## src/rtl/chronos_runtime_config.sv

```systemverilog
// Runtime configuration register file for Chronos.
// The host writes a shadow copy over a simple register bus. A commit request
// copies shadow to active, but only once the accelerator reports quiescence.
// The active copy drives the cfg_* outputs that fan out to every tile.
module chronos_runtime_config #(
    parameter int N_TILES           = 1,
    parameter int ADDR_WIDTH        = 8,
    parameter int DATA_WIDTH        = 32,
    parameter int VERSION           = 10,
    parameter int LOG_CQ_SLICE_SIZE = 10,
    parameter int LOG_GVT_PERIOD    = 5
) (
    input  logic                         clk,
    input  logic                         rstn,
    input  logic                         reg_wvalid,
    output logic                         reg_wready,
    input  logic [ADDR_WIDTH-1:0]        reg_waddr,
    input  logic [DATA_WIDTH-1:0]        reg_wdata,
    input  logic                         reg_arvalid,
    input  logic [ADDR_WIDTH-1:0]        reg_araddr,
    output logic                         reg_rvalid,
    output logic [DATA_WIDTH-1:0]        reg_rdata,
    input  logic                         quiesce,
    output logic [LOG_CQ_SLICE_SIZE:0]   cfg_cq_size,
    output logic [3:0]                   cfg_gvt_log_period,
    output logic [N_TILES-1:0]           cfg_log_mask,
    output logic [N_TILES-1:0]           cfg_stats_mask,
    output logic [N_TILES-1:0]           cfg_tile_en,
    output logic                         cfg_update
);

    localparam int IDX_W = ADDR_WIDTH - 2;
    localparam int CQ_W  = LOG_CQ_SLICE_SIZE + 1;

    localparam logic [IDX_W-1:0] IDX_VERSION = IDX_W'(0);
    localparam logic [IDX_W-1:0] IDX_NTILES  = IDX_W'(1);
    localparam logic [IDX_W-1:0] IDX_CTRL    = IDX_W'(2);
    localparam logic [IDX_W-1:0] IDX_CQ      = IDX_W'(3);
    localparam logic [IDX_W-1:0] IDX_GVT     = IDX_W'(4);
    localparam logic [IDX_W-1:0] IDX_LOG     = IDX_W'(5);
    localparam logic [IDX_W-1:0] IDX_STATS   = IDX_W'(6);
    localparam logic [IDX_W-1:0] IDX_TILE    = IDX_W'(7);
    localparam logic [IDX_W-1:0] IDX_COUNT   = IDX_W'(8);

    localparam logic [DATA_WIDTH-1:0] CQ_MAX   = DATA_WIDTH'(1) << LOG_CQ_SLICE_SIZE;
    localparam logic [CQ_W-1:0]       CQ_RESET = CQ_W'(1) << LOG_CQ_SLICE_SIZE;
    localparam logic [CQ_W-1:0]       CQ_ONE   = CQ_W'(1);
    localparam logic [3:0]            GVT_RESET = 4'(LOG_GVT_PERIOD);
    localparam logic [N_TILES-1:0]    MASK_ONE  = N_TILES'(1);

    typedef enum logic [1:0] {
        ST_IDLE,
        ST_PENDING,
        ST_APPLY
    } state_t;

    state_t state_reg, state_next;
    logic   apply;
    logic   wr_fire;

    logic [IDX_W-1:0] wr_idx;
    logic [IDX_W-1:0] rd_idx;

    logic [CQ_W-1:0]    cq_shadow_reg;
    logic [3:0]         gvt_shadow_reg;
    logic [N_TILES-1:0] log_shadow_reg;
    logic [N_TILES-1:0] stats_shadow_reg;
    logic [N_TILES-1:0] tile_shadow_reg;

    logic [CQ_W-1:0]    cq_active_reg;
    logic [3:0]         gvt_active_reg;
    logic [N_TILES-1:0] log_active_reg;
    logic [N_TILES-1:0] stats_active_reg;
    logic [N_TILES-1:0] tile_active_reg;
    logic               update_reg;
    logic [31:0]        commit_count_reg;

    logic [CQ_W-1:0]       cq_wr_value;
    logic [3:0]            gvt_wr_value;
    logic [DATA_WIDTH-1:0] rd_value;
    logic                  rvalid_reg;
    logic [DATA_WIDTH-1:0] rdata_reg;

    // Byte-offset bits are ignored: the bus is word aligned.
    logic unused_addr_bits;
    assign unused_addr_bits = ^{reg_waddr[1:0], reg_araddr[1:0]};

    assign wr_idx  = reg_waddr[ADDR_WIDTH-1:2];
    assign rd_idx  = reg_araddr[ADDR_WIDTH-1:2];
    assign wr_fire = reg_wvalid && reg_wready;

    // Commit FSM state register.
    always_ff @(posedge clk) begin
        if (!rstn) state_reg <= ST_IDLE;
        else       state_reg <= state_next;
    end

    // Commit FSM next state; the shadow copy is writable only while idle.
    always_comb begin
        state_next = state_reg;
        reg_wready = 1'b0;
        apply      = 1'b0;
        case (state_reg)
            ST_IDLE: begin
                reg_wready = 1'b1;
                if (reg_wvalid && wr_idx == IDX_CTRL && reg_wdata[0])
                    state_next = ST_PENDING;
            end
            ST_PENDING: begin
                if (quiesce) state_next = ST_APPLY;
            end
            ST_APPLY: begin
                apply      = 1'b1;
                state_next = ST_IDLE;
            end
            default: state_next = ST_IDLE;
        endcase
    end

    // Clamp incoming CQ size and GVT period into their legal ranges.
    always_comb begin
        cq_wr_value = reg_wdata[CQ_W-1:0];
        if (reg_wdata > CQ_MAX)     cq_wr_value = CQ_RESET;
        else if (reg_wdata == '0)   cq_wr_value = CQ_ONE;
        gvt_wr_value = (reg_wdata[3:0] == 4'd0) ? 4'd1 : reg_wdata[3:0];
    end

    // Shadow register file written by the host.
    always_ff @(posedge clk) begin
        if (!rstn) begin
            cq_shadow_reg    <= CQ_RESET;
            gvt_shadow_reg   <= GVT_RESET;
            log_shadow_reg   <= MASK_ONE;
            stats_shadow_reg <= MASK_ONE;
            tile_shadow_reg  <= '1;
        end else if (wr_fire) begin
            case (wr_idx)
                IDX_CQ:    cq_shadow_reg    <= cq_wr_value;
                IDX_GVT:   gvt_shadow_reg   <= gvt_wr_value;
                IDX_LOG:   log_shadow_reg   <= reg_wdata[N_TILES-1:0];
                IDX_STATS: stats_shadow_reg <= reg_wdata[N_TILES-1:0];
                IDX_TILE:  tile_shadow_reg  <= reg_wdata[N_TILES-1:0];
                default: ;
            endcase
        end
    end

    // Active copy: loaded from shadow on the edge leaving APPLY.
    always_ff @(posedge clk) begin
        if (!rstn) begin
            cq_active_reg    <= CQ_RESET;
            gvt_active_reg   <= GVT_RESET;
            log_active_reg   <= MASK_ONE;
            stats_active_reg <= MASK_ONE;
            tile_active_reg  <= '1;
            update_reg       <= 1'b0;
            commit_count_reg <= '0;
        end else begin
            update_reg <= apply;
            if (apply) begin
                cq_active_reg    <= cq_shadow_reg;
                gvt_active_reg   <= gvt_shadow_reg;
                log_active_reg   <= log_shadow_reg;
                stats_active_reg <= stats_shadow_reg;
                tile_active_reg  <= tile_shadow_reg;
                commit_count_reg <= commit_count_reg + 32'd1;
            end
        end
    end

    // Read mux; RW registers return the shadow value.
    always_comb begin
        rd_value = '0;
        case (rd_idx)
            IDX_VERSION: rd_value = DATA_WIDTH'(VERSION);
            IDX_NTILES:  rd_value = DATA_WIDTH'(N_TILES);
            IDX_CTRL:    rd_value = DATA_WIDTH'({(state_reg != ST_IDLE), 1'b0});
            IDX_CQ:      rd_value = DATA_WIDTH'(cq_shadow_reg);
            IDX_GVT:     rd_value = DATA_WIDTH'(gvt_shadow_reg);
            IDX_LOG:     rd_value = DATA_WIDTH'(log_shadow_reg);
            IDX_STATS:   rd_value = DATA_WIDTH'(stats_shadow_reg);
            IDX_TILE:    rd_value = DATA_WIDTH'(tile_shadow_reg);
            IDX_COUNT:   rd_value = DATA_WIDTH'(commit_count_reg);
            default:     rd_value = '0;
        endcase
    end

    // Registered read response, one cycle after the request.
    always_ff @(posedge clk) begin
        if (!rstn) begin
            rvalid_reg <= 1'b0;
            rdata_reg  <= '0;
        end else begin
            rvalid_reg <= reg_arvalid;
            if (reg_arvalid) rdata_reg <= rd_value;
        end
    end

    assign reg_rvalid         = rvalid_reg;
    assign reg_rdata          = rdata_reg;
    assign cfg_cq_size        = cq_active_reg;
    assign cfg_gvt_log_period = gvt_active_reg;
    assign cfg_log_mask       = log_active_reg;
    assign cfg_stats_mask     = stats_active_reg;
    assign cfg_tile_en        = tile_active_reg;
    assign cfg_update         = update_reg;

endmodule

```

## config.mk

```make
export PLATFORM = sky130hd
export DESIGN_NAME = chronos_runtime_config
export DESIGN_NICKNAME = d
export VERILOG_FILES = /design/src/rtl/chronos_runtime_config.sv
export SDC_FILE = /design/constraint.sdc
export NUM_CORES = 1
export LEC_CHECK = 0
export ABC_AREA = 1
export CELL_PAD_IN_SITES_DETAIL_PLACEMENT = 0
export CELL_PAD_IN_SITES_GLOBAL_PLACEMENT = 1
export CORE_ASPECT_RATIO = 0.6
export CORE_UTILIZATION = 35
export CTS_CLUSTER_SIZE = 40
export DETAILED_ROUTE_END_ITERATION = 10
export GPL_TIMING_DRIVEN = 0
export PLACE_DENSITY_LB_ADDON = 0.1
export SYNTH_ARGS = -nofsm -noshare
export SYNTH_HDL_FRONTEND = slang
export SYNTH_SLANG_ARGS = --single-unit
```

## constraint.sdc

```tcl
create_clock -name clk -period 1.92 [get_ports clk]
set_clock_uncertainty 0.1 [all_clocks]
set_input_delay 0.384 -clock clk [delete_from_list [all_inputs] [get_ports clk]]
set_output_delay 0.384 -clock clk [all_outputs]
set_load 0.01 [all_outputs]
```

==> results_dict.tcl, run 1 <==
set metrics [dict create \
    status "complete, no violations" \
    critPathMaxFanout 10 \
    cp_cell_sequence "clkdlybuf4s50_1 -> clkbuf_1 -> clkbuf_1 -> o211ai_1" \
    critPathTopFamily "buffers and inverters" \
    worstMarginPinSlew_ns 0.762 \
    nets 881 \
    rows 32 \
    fin_area_mm2 0.00640 \
    port_buffers 101 \
    cp_slowest_cell "clkdlybuf4s50_1" \
    routedWlPerCell_um 14.7 \
    grt_overflow 0 \
    dpl_cell_area_mm2 0.00600 \
    grt_pass1_vias 4444 \
    routed_wl_um 14700 \
    die-width_um 153 \
    rrSetupSlack_ns 0.14 \
    synth_seq_cells 104 \
    cts_sinks 104 \
    cts_max_level 3 \
    area_delta_synth_final_pct 33.9 \
    synthCells 713 \
    start_kind "primary input" \
    fin_crit_sh_pct 93.8 \
    fin_ws_ns 0.119 \
    hold_depth 2 \
    power_per_cell_area_mw_per_mm2 701 \
    min_period_ns 1.80 \
    ys_seq_area_share_pct 43.6 \
    crit_top_cell "clkbuf_1" \
    antenna_found_initial 0 \
    worstPathRequired_ns 2.03 \
    hold_path.class "reg2reg" \
    grt_setup_unrepaired "false" \
    dpl.hpwl_um 11600 \
    yosys_warnings 0 \
    fin_util_pct 48.9 \
    syn_area_mm2 0.00478 \
    r2r-end "commit_count_reg[28]$_SDFFE_PN0P_" \
    timing_max_transition_violations_final 0 \
    syn_avg_cell_area_um2 6.70 \
    antenna_cells 0 \
    rr_worst_depth 9 \
    arrival_ns 1.91 \
    cts_buffers 9 \
    cts_tree "done" \
    die_y_um 92.5 \
    routabilityCongestion 0.853 \
    fmax_mhz 555 \
    ctsRootBufferMaster "clkbuf_16" \
    cts_max_path_buffers 2 \
    die_area_mm2 0.0141 \
    first_pass_iters 5 \
    vias 4924 \
    drive_above_1_share_pct 6.01 \
    place_ws_ns -0.362 \
    hp-start "reg_rdata[22]$_SDFFE_PN0P_" \
    grt_pass1_wl_um 23500 \
    p_leak_uw 0.00231 \
    vias_per_cell 4.91 \
    clkLatencyLatePin_ns 0.35 \
    maxCapViolations 0 \
    setup_tns_ns 0 \
    crit_type "in2reg" \
    path_depth 4 \
    ys_types 31 \
    crit_buf_inv 3 \
    grt_max_degree 19 \
    whs_endpoint "reg_rdata[22]$_SDFFE_PN0P_" \
    core_area_mm2 0.0131 \
    max_stage_delay_ns 0.55 \
    max-slew-margin-rel_pct 49.2 \
    ioPinCount 106 \
    ant_nets 0 \
    clkTransAtPathRegs_ns 0.07 \
    max-vdd-ir-drop_mv 0.383 \
    placed_cells 984 \
    grt_usage_pct 21.6 \
    drt-initial-drc-count 258 \
    cp-end-kind "flip-flop" \
    r2r_start "commit_count_reg[1]$_SDFFE_PN0P_" \
    hold_violations 0 \
    setup_viol 0 \
    syn_nets 767 \
    stdcell_count 1002 \
    route.detailed.drc 0 \
    start_util_pct 36.5 \
]
==> cells in the final DEF (no fill, tap or decap), types with 9 or more instances in the layout <==
cell type        instances
o21ai_0                 36
clkdlybuf4s50_1         99
clkbuf_16                9
dfxtp_1                103
inv_1                   59
a21oi_1                 71
nand3_1                 34
nand2_1                201
nand4_1                 16
nor2_1                 115
clkbuf_1                16
==> cells by family after synthesis <==
| group | Yosys count | share of synthesized area (%) |
|---|---|---|
| buffers and inverters | 84 | 6.86 |
| XOR/XNOR | 5 | 0.917 |
| flip-flops | 104 | 43.6 |
| adder cells (fa/ha/maj) | 1 | 0.262 |
| AO/OA/AOI/OAI | 119 | 12.9 |
| AND/OR/NAND/NOR | 400 | 35.5 |
==> where the power goes <==
group / switching [µW] / internal (µW) / leakage [µW] / total, µW
registers: 2.27 / 2160 / 0.000839 / 2160
clock network: 893 / 1160 / 0.000158 / 2050
logic: 147 / 125 / 0.00132 / 272
==> area by class of cell <==
cell class / instances / area [µm²]
inverter: 63 / 236
tap: 170 / 213
sequential: 104 / 2080
clock inverter: 7 / 101
multi-input combinational: 525 / 2410
fill: 1325 / 6700
timing repair buffer: 103 / 1030
buffer: 21 / 98.8
clock buffer: 9 / 225
==> worst reg2reg max path, cell delays in order, from the launching register on <==
cell and delay [ns]:
dfxtp_1 0.42, ha_2 0.23, nand3_1 0.14, nor2_4 0.22, nand4_4 0.15, inv_2 0.11, nand3_1 0.11, nand2_1 0.09
nand2_1 0.05, nor2_1 0.10
==> worst max path at each step <==
stage                                           from                                end  slack, ns
finish                                          rstn     cq_shadow_reg[10]$_SDFFE_PN1P_       0.12
global route        commit_count_reg[1]$_SDFFE_PN0P_  commit_count_reg[28]$_SDFFE_PN0P_    0.00009
CTS                 commit_count_reg[0]$_SDFFE_PN0P_  commit_count_reg[28]$_SDFFE_PN0P_       0.05
detailed placement                     reg_araddr[3]         reg_rdata[17]$_SDFFE_PN0P_      -0.36
global placement                       reg_araddr[3]         reg_rdata[29]$_SDFFE_PN0P_      -0.34
floorplan           commit_count_reg[0]$_SDFFE_PN0P_  commit_count_reg[20]$_SDFFE_PN0P_       0.44
==> routing by layer <==
metal / up-vias / track usage (%) / routed length [µm]
met1: 2254 / 34.6 / 8410
met2: 141 / 28.7 / 5410
met5: - / 0 / 0
li1: 2520 / - / -
met4: 0 / 3.87 / 69
met3: 9 / 4.59 / 846
==> cells in the mapped netlist, drive strengths merged <==
cell	count	area (µm²)
xor2	3	26.3
buf	5	31.3
nor3	7	35.0
o21a	1	7.51
nand3	34	170
xnor2	2	17.5
nor4	1	6.26
or2	1	6.26
inv	63	236
ha	1	12.5
a21oi	71	355
nor3b	1	7.51
nand3b	4	30.0
o211ai	3	22.5
a31oi	1	6.26
nand4	17	113
dfxtp	104	2080
o21ai	36	180
o21bai	1	7.51
nor2	128	531
nand2	207	797
clkbuf	16	60.1
o22ai	6	37.5
==> stage by stage <==
stage / total power [µW] / hold slack (ns)
6_report: 4490 / 0.366
4_1_cts: 4510 / 0.367
5_1_grt: 4630 / 0.384
3_3_place_gp: 2480 / 0.354
2_1_floorplan: 2310 / 0.339
3_5_place_dp: 2480 / 0.356
==> timing repair <==
action / CTS / global route
pin swaps: 0 / 2
hold endpoints to repair: 0 / 0
hold buffers: 0 / 0
resized for setup: 4 / 10
setup buffers: 0 / 2
endpoints found under the setup margin: 4 / 34
Note: power is estimated with default switching activity, not from simulation.
==> inputs of run 2 (changes only) <==
SETUP_SLACK_MARGIN = 0.05   (was unset)
==> run 2 against run 1 <==
  * Routed wire length increased by 1.4%
  * Combinational power increased by 2%
  * Maximum frequency decreased by 0.70%
  * Via count increased by 0.18%
  * Die area unchanged
  * Sequential power about the same
  * Critical path depth increased by 5
  * Power increased by 0.18%
  * Sequential share of layout area decreased by 0.21 points
  * Register-to-register slack improved by 0.03 ns
  * First-iteration DRC count increased by 21%
  * Final area increased by 0.76%
==> results_dict.tcl, run 2 (synthesis gave the netlist of run 1 again) <==
set metrics [dict create \
    timing_max_transition_violations_final 0 \
    dpl_cell_area_mm2 0.00600 \
    status "complete, no violations" \
    worstMarginPinSlew_ns 0.796 \
    port_buffers 101 \
    whs_ns 0.366 \
    fin_area_mm2 0.00645 \
    routedWlPerCell_um 14.9 \
    drt-initial-drc-count 313 \
    die_area_mm2 0.0141 \
    arrival_ns 1.99 \
    start_kind "primary input" \
    antenna_cells 0 \
    drive_above_1_share_pct 7.43 \
    fin_crit_sh_pct 94.5 \
    seq_area_mm2 0.00209 \
    clkTransAtPathRegs_ns 0.07 \
    ctsRootBufferMaster "clkbuf_16" \
    dpl.hpwl_um 11600 \
    p_sw_share_pct 23.3 \
    first_pass_iters 5 \
    ioPinCount 106 \
    grt_max_degree 19 \
    power.net_switching_uw 1050 \
    area_delta_synth_final_pct 34.9 \
    nets 884 \
    clkLatencyLatePin_ns 0.36 \
    pwr-share-clk_pct 45.8 \
    multi_input_area_mm2 0.00243 \
    final_common_cell "nand2_1" \
    p_int_uw 3450 \
    ant_nets 0 \
    worstPathRequired_ns 2.10 \
    grt_pass1_vias 4444 \
    fmax_mhz 551 \
    grt_overflow 0 \
    grt_setup_unrepaired "true" \
    antenna_found_initial 0 \
    max-vdd-ir-drop_mv 0.384 \
    route.detailed.drc 0 \
    hold_path.class "reg2reg" \
    maxCapViolations 0 \
    grt_pass1_wl_um 23500 \
    totalPowerFinal_uw 4490 \
    cts_max_path_buffers 2 \
    p_leak_uw 0.00236 \
    vias_per_cell 4.91 \
    max-slew-margin-rel_pct 47.0 \
    combPwrFrac_pct 6.2 \
    power_per_cell_area_mw_per_mm2 697 \
    core_area_mm2 0.0131 \
    grt_usage_pct 21.6 \
    hold_violations 0 \
    pwr-share-seq_pct 48.1 \
    min_period_ns 1.81 \
    critPathMaxFanout 9 \
    layout_common_cells "200 x nand2_1, 112 x nor2_1, 101 x dfxtp_1" \
    die-width_um 153 \
    routed_wl_um 14900 \
    cts_max_level 3 \
    start_util_pct 36.5 \
    rows 32 \
    cts_buffers 9 \
    cp-end-kind "flip-flop" \
    vias 4933 \
    fillers 1320 \
    setup_viol 0 \
    routabilityCongestion 0.853 \
    cts_tree "done" \
    cts_sinks 104 \
    die_y_um 92.5 \
    crit_type "in2reg" \
]
## run 2: cell count changes in the layout (fill, tap and decap cells not counted), moves of 3 or more
cell	change
nor2_1	-3
buf_4	+3
clkbuf_1	-3
clkbuf_2	+3
## run 2: worst max-delay path, stage by stage
cell             delay, ns
clkdlybuf4s50_1       0.46
nor2_4                0.16
nand2_2               0.09
nor2_4                0.13
nand2_4               0.11
nor2_4                0.27
buf_4                 0.21
nand2_1               0.06
a21oi_1               0.12
## run 2: final timing paths
path         slack, ns  depth (start not counted)                              from                                 to
max               0.11                          9                     reg_araddr[6]         reg_rdata[29]$_SDFFE_PN0P_
min               0.37                          2        reg_rdata[22]$_SDFFE_PN0P_         reg_rdata[22]$_SDFFE_PN0P_
max reg2reg       0.17                          9  commit_count_reg[0]$_SDFFE_PN0P_  commit_count_reg[28]$_SDFFE_PN0P_
min reg2reg       0.37                          2        reg_rdata[22]$_SDFFE_PN0P_         reg_rdata[22]$_SDFFE_PN0P_
## run 2: final cells by class
class                      instances  share of cell area, %
clock buffer                       9                   3.49
timing repair buffer             106                   16.4
multi-input combinational        525                   37.7
tap                              170                   3.30
inverter                          63                   3.67
sequential                       104                   32.4
buffer                            21                   1.59
clock inverter                     7                   1.57
## run 2: timing repair
action	4_1_cts	5_1_grt
setup buffers	0	3
hold buffers	0	0
gates cloned	0	2
pin swaps	0	5
resized for setup	5	28
setup endpoints to repair	23	46
## run 2: through the flow
stage	setup TNS [ns]	setup slack [ns]	utilization, %	cells
floorplan	0	0.445	-	713
global placement	-12.46	-0.344	45.8	984
detailed placement	-12.55	-0.362	45.8	984
CTS	0	0.0791	48.5	1000
global route	0	0.00720	49.2	1005
finish	0	0.106	49.2	1005
## run 2: power by group through the flow
stage	combinational (µW)	clock (µW)	sequential (µW)
after floorplan	103	0	2210
after global placement	264	0	2210
after detailed placement	268	0	2210
after CTS	269	2080	2160
after global routing	305	2170	2160
final	277	2060	2160
## run 2: layer usage
metal	vias to the layer above	routed length (µm)	share of wire [%]	GRT usage, %
met5	-	0	0	0
met4	0	68	0.46	3.87
met3	8	919	6.2	4.59
met2	132	5490	37	28.7
met1	2266	8460	57	34.6
li1	2527	-	-	-
==> inputs of run 3 (changes only) <==
SKIP_LAST_GASP = 1   (was unset)
==> run 3 against run 2 <==
  * Combinational power hardly changed
  * Critical path type unchanged
  * Highest routed layer unchanged
  * Setup slack better by 0.0033 ns
  * Register-to-register slack worse by 0.02 ns
  * Largest cell class unchanged
  * Power hardly changed
  * Cell count stayed put
  * Via count is 0.67% higher
  * Global-route usage stayed put
  * Clock power hardly changed
==> results_dict.tcl, run 3 (synthesis gave the netlist of run 1 again) <==
set metrics [dict create \
    grt_overflow 0 \
    routedWlPerCell_um 14.9 \
    port_buffers 101 \
    fin_crit_sh_pct 94.3 \
    fin_area_mm2 0.00644 \
    seq_area_mm2 0.00208 \
    cts_max_level 3 \
    dpl_cell_area_mm2 0.00600 \
    pwr-share-seq_pct 48.0 \
    timing_max_transition_violations_final 0 \
    hold_violations 0 \
    grt_usage_pct 21.6 \
    worstPathRequired_ns 2.10 \
    place_ws_ns -0.362 \
    grt_setup_unrepaired "true" \
    grt_pass1_wl_um 23500 \
    antenna_found_initial 0 \
    die-width_um 153 \
    routabilityCongestion 0.853 \
    p_leak_uw 0.00236 \
    hold_buffers 0 \
    drive_above_1_share_pct 7.07 \
    fillers 1321 \
    ctsRootBufferMaster "clkbuf_16" \
    clkTransAtPathRegs_ns 0.07 \
    power_per_cell_area_mw_per_mm2 698 \
    max-vdd-ir-drop_mv 0.382 \
    p_int_uw 3450 \
    ioPinCount 106 \
    hold_depth 2 \
    cts_sinks 104 \
    nets 884 \
    route.detailed.drc 0 \
    whs_ns 0.366 \
    dpl.hpwl_um 11600 \
    setup_tns_ns 0 \
    fin_util_pct 49.2 \
    antenna_cells 0 \
    pwr-share-clk_pct 45.8 \
    fmax_mhz 552 \
    maxCapViolations 0 \
    die_y_um 92.5 \
    rr_worst_depth 9 \
    cts_tree "done" \
    core_area_mm2 0.0131 \
    ant_nets 0 \
    fin_ws_ns 0.110 \
    status "complete, no violations" \
    clkLatencyLatePin_ns 0.35 \
    arrival_ns 1.99 \
    max-slew-margin-rel_pct 45.3 \
    start_kind "primary input" \
    die_area_mm2 0.0141 \
    grt_max_degree 19 \
    worstMarginPinSlew_ns 0.820 \
    routed_wl_um 15000 \
    final_common_cell "nand2_1" \
    multi_input_area_mm2 0.00242 \
    cp-end-kind "flip-flop" \
    setup_viol 0 \
    rows 32 \
    area_delta_synth_final_pct 34.8 \
    cts_buffers 9 \
    hold_path.class "reg2reg" \
    p_sw_share_pct 23.4 \
    cts_max_path_buffers 2 \
    vias_per_cell 4.94 \
    crit_type "in2reg" \
    power.net_switching_uw 1050 \
    grt_pass1_vias 4444 \
    combPwrFrac_pct 6.2 \
    drt-initial-drc-count 297 \
    critPathMaxFanout 9 \
    start_util_pct 36.5 \
    min_period_ns 1.81 \
    layout_common_cells "200 x nand2_1, 112 x nor2_1, 103 x dfxtp_1" \
    first_pass_iters 6 \
    vias 4966 \
]
run 3: cell counts in the layout (fill, tap and decap cells not counted):
Identical to the previous run, type by type.
run 3: path summary, 6_finish.rpt:
kind | startpoint | to | slack [ns]
worst max-delay path | reg_araddr[6] | reg_rdata[29]$_SDFFE_PN0P_ | 0.11
worst min-delay path | reg_rdata[22]$_SDFFE_PN0P_ | reg_rdata[22]$_SDFFE_PN0P_ | 0.37
worst max register to register | commit_count_reg[1]$_SDFFE_PN0P_ | commit_count_reg[28]$_SDFFE_PN0P_ | 0.15
worst min register to register | reg_rdata[22]$_SDFFE_PN0P_ | reg_rdata[22]$_SDFFE_PN0P_ | 0.37
run 3: layout make-up:
class / count / area share [%]
Sequential cell: 104 / 32.3
Buffer: 21 / 1.59
Clock inverter: 7 / 1.57
Inverter: 63 / 3.67
Clock buffer: 9 / 3.50
Tap cell: 170 / 3.30
Timing Repair Buffer: 106 / 16.4
Multi-Input combinational cell: 525 / 37.6
run 3: through the flow:
stage / instances / power, µW
floorplan: 713 / 2310
global placement: 984 / 2480
detailed placement: 984 / 2480
CTS: 1000 / 4510
global route: 1005 / 4640
finish: 1005 / 4500
run 3: what timing repair did:
action,in CTS,in global routing
resized for setup,5,25
cloned,0,2
endpoints found under the setup margin,23,46
buffers inserted,0,3
pin swaps,0,5
run 3: routing by layer:
layer  share of wire (%)  vias to the layer above  global-route usage (%)
li1                    -                     2525                       -
met1                  57                     2294                    34.6
met2                  36                      139                    28.7
met3                 5.8                        8                    4.59
met4                0.46                        0                    3.87
met5                   0                        -                       0
run 3: power by group through the flow:
stage	Clock, µW	Sequential, µW	Combinational (µW)
floorplan	0	2210	103
global placement	0	2210	264
detailed placement	0	2210	268
CTS	2080	2160	269
global route	2170	2160	305
finish	2060	2160	277
run 3: critical path, stage by stage:
cell	delay, ns
clkdlybuf4s50_1	0.46
nor2_4	0.16
nand2_2	0.09
nor2_4	0.13
nand2_4	0.11
nor2_4	0.27
buf_4	0.21
nand2_1	0.05
a21oi_1	0.12
